## src/rtl/ibex_sec_erase_ctrl.sv

```systemverilog
// rtl/ibex_sec_erase_ctrl.sv - erase-strobe sequencer and bitwise-logic first-cycle flag
// Strobes registers named by an accepted mask in bulk or in capped groups, lowest index first.
module ibex_sec_erase_ctrl #(
    parameter bit          RV32E       = 1'b0,
    parameter int unsigned ErsPerCycle = 4
) (
    input  logic        clk_i,
    input  logic        rst_i,
    input  logic        req_valid_i,
    output logic        req_ready_o,
    input  logic [31:0] req_mask_i,
    input  logic        req_seq_i,
    output logic        busy_o,
    output logic        done_o,
    output logic [31:0] sec_ers_o,
    input  logic        bw_start_i,
    output logic        sec_bwlogic_first_cycle_o
);

    typedef enum logic {
        IDLE  = 1'b0,
        ERASE = 1'b1
    } state_e;

    localparam logic [5:0]  EpcLimit = 6'(ErsPerCycle);
    localparam logic [31:0] RegMask  = RV32E ? 32'h0000_FFFE : 32'hFFFF_FFFE;

    state_e      state_q, state_d;
    logic [31:0] pending_q, pending_d;
    logic        mode_q, mode_d;
    logic        done_q, done_d;
    logic        flag_q, flag_d;
    logic        ready_q, ready_d;
    logic        busy_q, busy_d;
    logic [31:0] sel;
    logic [5:0]  sel_cnt;

    // Sequential mode takes the lowest set bits of pending, up to the per-cycle cap.
    always_comb begin
        sel     = 32'h0;
        sel_cnt = 6'd0;
        if (state_q == ERASE) begin
            if (!mode_q) begin
                sel = pending_q;
            end else begin
                for (int i = 0; i < 32; i++) begin
                    if (pending_q[i] && (sel_cnt < EpcLimit)) begin
                        sel[i]  = 1'b1;
                        sel_cnt = sel_cnt + 6'd1;
                    end
                end
            end
        end
    end

    always_comb begin
        state_d   = state_q;
        pending_d = pending_q;
        mode_d    = mode_q;
        done_d    = 1'b0;
        flag_d    = bw_start_i & ~flag_q;
        case (state_q)
            IDLE: begin
                if (req_valid_i) begin
                    pending_d = req_mask_i & RegMask;
                    mode_d    = req_seq_i;
                    state_d   = ERASE;
                end
            end
            ERASE: begin
                pending_d = pending_q & ~sel;
                if (pending_d == 32'h0) begin
                    state_d = IDLE;
                    done_d  = 1'b1;
                end
            end
            default: state_d = IDLE;
        endcase
        ready_d = (state_d == IDLE);
        busy_d  = (state_d == ERASE);
    end

    always_ff @(posedge clk_i) begin
        if (rst_i) begin
            state_q   <= IDLE;
            pending_q <= 32'h0;
            mode_q    <= 1'b0;
            done_q    <= 1'b0;
            flag_q    <= 1'b0;
            ready_q   <= 1'b1;
            busy_q    <= 1'b0;
        end else begin
            state_q   <= state_d;
            pending_q <= pending_d;
            mode_q    <= mode_d;
            done_q    <= done_d;
            flag_q    <= flag_d;
            ready_q   <= ready_d;
            busy_q    <= busy_d;
        end
    end

    assign req_ready_o               = ready_q;
    assign busy_o                    = busy_q;
    assign done_o                    = done_q;
    assign sec_ers_o                 = sel;
    assign sec_bwlogic_first_cycle_o = flag_q;

endmodule

```

## config.mk

```make
export PLATFORM = sky130hd
export DESIGN_NAME = ibex_sec_erase_ctrl
export DESIGN_NICKNAME = d
export VERILOG_FILES = /design/src/rtl/ibex_sec_erase_ctrl.sv
export SDC_FILE = /design/constraint.sdc
export NUM_CORES = 1
export LEC_CHECK = 0
export CAP_MARGIN = 5
export CORE_MARGIN = 4
export CORE_UTILIZATION = 25
export CTS_BUF_LIST = sky130_fd_sc_hd__clkbuf_16
export CTS_CLUSTER_SIZE = 25
export DETAILED_ROUTE_END_ITERATION = 8
export GPL_ROUTABILITY_DRIVEN = 0
export HOLD_SLACK_MARGIN = 0.15
export PLACE_DENSITY = 0.56
export SLEW_MARGIN = 20
export SYNTH_ARGS = -nofsm -noshare
export SYNTH_HDL_FRONTEND = slang
export SYNTH_SLANG_ARGS = --single-unit
```

## constraint.sdc

```tcl
create_clock -name clk_i -period 26.4 [get_ports clk_i]
set_clock_uncertainty 0.1 [all_clocks]
set_input_delay 2.64 -clock clk_i [delete_from_list [all_inputs] [get_ports clk_i]]
set_output_delay 2.64 -clock clk_i [all_outputs]
set_load 0.005 [all_outputs]
```

==> metrics.txt, run 1 <==
DRC 0; Mapped Cells 597; Crit-path slowest cell nor4_2; status complete, no violations; GRT overflow 0; Longest Clk Path Bufs 2; Worst Setup EP sec_ers_o[31]; Post-CTS Setup Inserts 0; Setup crit start pending_q[0]; Initial DRC Count 341; total negative setup slack 0 ps; GRT Overall Usage 13.82%; Final HPWL DP 10130 µm; Worst Max-Slew Pin Slew 970.4 ps; Hold WC Path Type flip-flop to flip-flop; Rows 47; Synth Area per Inst 7.099 µm²; number of synthesized flops with an enable pin 0; register area share after synthesis 17.48%; clock latency on the worst-skew pair 300 ps; clock root cell clkbuf_16; Post-synth ARST share 0%; RSZ-0062 raised after global routing false; die span in y 138.2 µm; clk sinks 37; post-route ant nets 0; vias in the first global route 4124; worst reg2reg path depth 92; Total Die Area 19100 µm²; critical path data arrival time 21380 ps; final non-filler cell total 865; Via density 5.203; ANT cells 0; Final #Nets 712; # IOs 73; Slew Viols, Final 0; most used cell, CP ha_1; core area 16580 µm²; Synth area leaders dfxtp_1, ha_1, nand2_1; average routed wire per standard cell 15.73 µm; CP Capture Type output port; clock transition at the registers of the reported paths 70 ps; post-cts repair resize count 0; CTS Hold Buffers Added 0; first-pass GRT wire length 21870 µm; Vias 4501; sequential power share 15.7%; pin count of the biggest net entering global routing 44; critical path depth 92; Initial Util 25.55%; antenna violations before repair 0; final WL 13610 µm; Sw Pwr 187.0 µW; clock share of power 17.5%; Max VDD drop 0.00003622 V; Max Freq 41.45 MHz; Net Sw Frac 45.31%; max-cap violations 0; H-Tree Depth 2; CP bufs+invs 5; Tmin final 24120 ps; Combinational Power Share 66.8%; leading area contributor after synthesis dfxtp_1; P_leak 0.002087 µW; share of cells above drive strength 1 7.907%; FF+latch count, synth 37; mapped cell area 4238 µm²; max incr delay on CP 580 ps; critical path class flip-flop to output port; Crit Path Max Fanout 11; fin crit share 91.38%; Main synth FF type dfxtp_1; FF-to-FF setup slack 5470 ps; Final setup viols 0; TritonRoute pass-1 iters 8; worst r2r dst busy_o; syn_nets 665; Worst EP required 23660 ps; cell family with most CP delay adder cells; I/O Buffers 71; crit start category flip-flop; number of buffers created by CTS 5; P_int 225.6 µW; CTS tree done; Yosys warnings 0; Cell variety after synth 71; die width 138.2 µm; Post-Place Cells 857; worst rel slew slack 35.07%; Final Hold Viols 0; P per Cell Area 78.14 nW/µm²; reg2reg start pending_q[0]; Final Power 412.6 µW; Synth top area share 17.48%; Area Overhead vs Synth 24.59%
## metrics by stage
stage	utilization (%)	area [µm²]	hold slack [ps]	setup WS, ps
after floorplan	-	4238	321.3	5476
after global placement	30.84	5114	313.8	2743
after detailed placement	30.84	5114	312.0	2720
after CTS	31.84	5280	326.8	2344
after global routing	31.84	5280	345.6	951.7
final	31.84	5280	319.8	2276
## worst min-delay path by stage
stage                              startpoint                         to  slack, ps  depth (start not counted)
floorplan           sec_bwlogic_first_cycle_o  sec_bwlogic_first_cycle_o        320                          1
global placement    sec_bwlogic_first_cycle_o  sec_bwlogic_first_cycle_o        310                          1
detailed placement  sec_bwlogic_first_cycle_o  sec_bwlogic_first_cycle_o        310                          1
CTS                 sec_bwlogic_first_cycle_o  sec_bwlogic_first_cycle_o        330                          1
global route        sec_bwlogic_first_cycle_o  sec_bwlogic_first_cycle_o        350                          1
finish              sec_bwlogic_first_cycle_o  sec_bwlogic_first_cycle_o        320                          1
## cell usage after synthesis, types with 2 or more instances
cell        n
a31oi_1     3
mux2i_1     7
a211oi_1    7
a22oi_1    24
a21boi_0    2
o22ai_1     2
nand3_2     2
dfxtp_1    37
clkbuf_1   31
nor4_1      3
o2bb2ai_1   2
buf_2       3
xnor2_2     4
nand3b_1    8
o211ai_1    5
o32ai_1     3
xnor2_1    15
nor2_1     69
a2bb2oi_1   2
nand3_1    20
o21a_1      2
inv_1      23
ha_1       31
and2_1      8
o31ai_1     4
nand2b_1    6
a21oi_1    40
a222oi_1    4
o21ai_0    39
mux2_2     14
a21o_1      4
nor3_1      8
and3_1     14
nand2_1    92
xor2_1      9
or2_2       3
o211a_1     2
nor2b_1     7
a221oi_1    5
o2111ai_2   2
## worst register-to-register path: cells and delay by family, from the launching register on
family          cells  cell delay [ps]
fa+ha+maj          21             5770
simple gates       26             4880
compound gates     25             4830
mux                11             3180
xor+xnor            5             1350
flops               1              360
buf+inv             4              350
## routing by layer
layer  up-vias  track usage, %  part of all wire [%]
li1       2235               -                     -
met2       114           22.56                    46
met4         0           3.692                   1.6
met1      2139           19.09                    48
met5         -               0                     0
met3        13           2.072                   3.9
## state kept, by name, summed over array words and instances, names as in the netlist
register,count
done_o,1
mode_q,1
busy_o,1
req_ready_o,1
sec_bwlogic_first_cycle_o,1
pending_q,32
## power by group through the flow
stage	registers, µW	logic [µW]	clock network [µW]
2_1_floorplan	62.4	217	0
3_3_place_gp	65.8	273	0
3_5_place_dp	65.8	275	0
4_1_cts	64.5	276	73.9
5_1_grt	65.4	312	75.8
6_report	64.7	276	72.2
## final cells by class
class | instances | area (µm²)
fill | 1802 | 11300
multi-input combinational | 501 | 3267
sequential | 37 | 740.7
timing repair buffer | 75 | 740.7
tap | 220 | 275.3
clock buffer | 5 | 125.1
inverter | 24 | 90.09
clock inverter | 3 | 41.29
## cell families (layout without fill, tap and decap cells)
family / count (synthesis) / after routing / synth area share [%]
flops: 37 / 37 / 17.48
xor+xnor: 31 / 31 / 8.090
compound gates: 167 / 167 / 26.45
fa+ha+maj: 31 / 31 / 9.153
simple gates: 250 / 250 / 27.64
mux: 22 / 22 / 5.698
buf+inv: 59 / 107 / 5.491
## cells in the final DEF, fill, tap and decap left out, types with 3 or more instances in the layout
cell / n
nand2_1: 92
o31ai_1: 4
o21ai_0: 39
a22oi_1: 24
mux2i_1: 7
a21o_1: 4
clkdlybuf4s50_1: 71
ha_1: 31
a221oi_1: 5
or2_2: 3
mux2_2: 14
nand2b_1: 6
nand3_1: 20
nand3b_1: 8
nor4_1: 3
o32ai_1: 3
and3_1: 14
xnor2_2: 4
buf_4: 4
clkbuf_16: 5
a222oi_1: 4
a31oi_1: 3
xnor2_1: 15
nor3_1: 8
a211oi_1: 7
xor2_1: 9
a21oi_1: 40
o211ai_1: 5
dfxtp_1: 37
inv_1: 23
nor2_1: 69
nor2b_1: 6
and2_1: 8
No activity file was read; power rests on OpenSTA's default activity.
==> run 2, diff against run 1 <==
--- a/config.mk
+++ b/config.mk
@@ -13,8 +13,7 @@
 export DETAILED_ROUTE_END_ITERATION = 8
 export GPL_ROUTABILITY_DRIVEN = 0
 export HOLD_SLACK_MARGIN = 0.15
-export PLACE_DENSITY = 0.56
-export SLEW_MARGIN = 20
+export SLEW_MARGIN = 40
 export SYNTH_ARGS = -nofsm -noshare
 export SYNTH_HDL_FRONTEND = slang
 export SYNTH_SLANG_ARGS = --single-unit
==> run 2 against run 1 <==
  * Worst setup slack gained 230 ps
  * Non-clock buffer count grew 1
  * Power shrank 3.7%
  * Clock power shrank 18%
  * Critical path depth is the same
  * Cell area shrank 0.45%
  * Clock-buffer cell count is the same
  * Largest cell class unchanged
  * Largest power group unchanged
==> metrics.txt, run 2 (synthesis results as in run 1) <==
Worst Setup EP sec_ers_o[31]; GRT overflow 0 (unchanged); CP Capture Type output port; Slew Viols, Final 0 (unchanged); Worst EP required 23660 ps (about the same); Final #Nets 713 (+0.14%); Area Overhead vs Synth 24.03%; most frequent cells in the layout nand2_1, clkdlybuf4s50_1, nor2_1, a21oi_1, o21ai_0; I/O Buffers 71 (unchanged); DRC 0 (unchanged); P_leak 0.002082 µW (-0.21%); Setup crit start pending_q[0]; Initial Util 25.55% (unchanged); hold_ws 315.0 ps (-4.812 ps); Worst Max-Slew Pin Slew 625.4 ps (-345.0 ps); Hold WC Path Type flip-flop to flip-flop; P per Cell Area 75.56 nW/µm² (-3.3%); die span in y 138.2 µm (unchanged); share of cells above drive strength 1 7.907% (unchanged); max-cap violations 0 (unchanged); GRT Overall Usage 14.07% (+0.25 points); status complete, no violations; critical path class flip-flop to output port; Rows 47 (unchanged); Max VDD drop 0.00003338 V (-7.9%); most used cell, CP ha_1; Final HPWL DP 9967 µm (-1.6%); reg2reg start pending_q[0]; Vias 4456 (-1.0%); final WL 13390 µm (-1.6%); clock latency on the worst-skew pair 290 ps (about the same); first-pass GRT wire length 22600 µm (+3.3%); Post-CTS Setup Inserts 0 (unchanged); crit start category flip-flop; fin crit share 90.50% (-0.87 points); H-Tree Depth 2 (unchanged); post-cts repair resize count 0 (unchanged); antenna violations before repair 0 (unchanged); RSZ-0062 raised after global routing false; DR WL met3 492 µm (-6.6%); Crit Path Max Fanout 11 (unchanged); Tmin final 23890 ps (-230.8 ps); # IOs 73 (unchanged); TritonRoute pass-1 iters 5 (-3); die width 138.2 µm (unchanged); DR WL met2 6242 µm (-0.72%); DR top layer met4; Longest Clk Path Bufs 2 (unchanged); Total Die Area 19100 µm² (unchanged); FF-to-FF setup slack 5680 ps (+210 ps); Metal-1 WL 6415 µm (-2.5%); post-route ant nets 0 (unchanged); worst rel slew slack 57.96% (+23 points); number of buffers created by CTS 5 (unchanged); critical path data arrival time 21150 ps (-230 ps); pin count of the biggest net entering global routing 44 (unchanged); Final setup viols 0 (unchanged); worst r2r dst busy_o; clk sinks 37 (unchanged); Max Freq 41.85 MHz (+0.97%); clock root cell clkbuf_16; max FFs per register 32 (unchanged); Initial DRC Count 261 (-23%); core area 16580 µm² (unchanged); Via density 5.151 (-1.0%); most common cell after layout, fill and taps aside nand2_1; worst reg2reg path depth 92 (unchanged); fill count 1800 (-0.11%); total negative setup slack 0 ps (unchanged); CTS tree done; average routed wire per standard cell 15.48 µm (-1.6%); Final Hold Viols 0 (unchanged); vias in the first global route 4320 (+4.8%); max incr delay on CP 560 ps (-20 ps); CTS Hold Buffers Added 0 (unchanged); ANT cells 0 (unchanged); clock transition at the registers of the reported paths 60 ps (about the same); Most flops, register pending_q; Crit-path slowest cell nor4_2
[run 2: cell types whose count changed in the layout (fill, tap and decap cells not counted)]
cell / change
buf_4: +1
bufinv_16: -1
clkinvlp_4: -1
inv_1: +1
nor2_1: -1
nor2_2: +1
[run 2: worst min-delay path by stage]
stage,start,to,slack [ps],cells past startpoint
finish,sec_bwlogic_first_cycle_o,sec_bwlogic_first_cycle_o,310,1
global route,sec_bwlogic_first_cycle_o,sec_bwlogic_first_cycle_o,330,1
CTS,sec_bwlogic_first_cycle_o,sec_bwlogic_first_cycle_o,320,1
detailed placement,sec_bwlogic_first_cycle_o,sec_bwlogic_first_cycle_o,310,1
global placement,sec_bwlogic_first_cycle_o,sec_bwlogic_first_cycle_o,300,1
floorplan,sec_bwlogic_first_cycle_o,sec_bwlogic_first_cycle_o,320,1
[run 2: area by class of cell]
type,instances,area (µm²),area share (%)
Clock buffer,5,125.1,2.380
Clock inverter,2,7.507,0.1428
Inverter,24,90.09,1.714
Multi-Input combinational cell,501,3269,62.20
Sequential cell,37,740.7,14.09
Tap cell,220,275.3,5.237
Timing Repair Buffer,76,748.2,14.23
[run 2: power by group]
part	switching [µW]	internal, µW
Sequential	5.48	59.1
Clock	25.2	33.9
Combinational	152	122
[run 2: metrics by stage]
stage	instance area [µm²]	cells	util [%]	total power (µW)	setup WS, ps
CTS	5256	865	31.70	398.0	2595
global placement	5121	858	30.88	334.3	2932
detailed placement	5124	858	30.90	336.3	3003
global route	5256	865	31.70	440.2	807.3
finish	5256	865	31.70	397.2	2507
floorplan	4238	597	-	279.0	5476
[run 2: layer usage]
layer / global-route usage [%] / vias up
li1: - / 2235
met3: 2.175 / 15
met4: 4.212 / 0
met2: 23.10 / 103
met1: 19.11 / 2103
met5: 0 / -
[run 2: critical path, delay by kind of cell, from the launching register on]
family                     cells  cell delay, ps
AOI/OAI and AO/OA             23            4620
xor gates and xnor gates       5            1300
adders and majority gates     21            5670
buffers and inverters          5             820
DFF                            1             360
muxes                         11            3140
and+or+nand+nor               27            4910
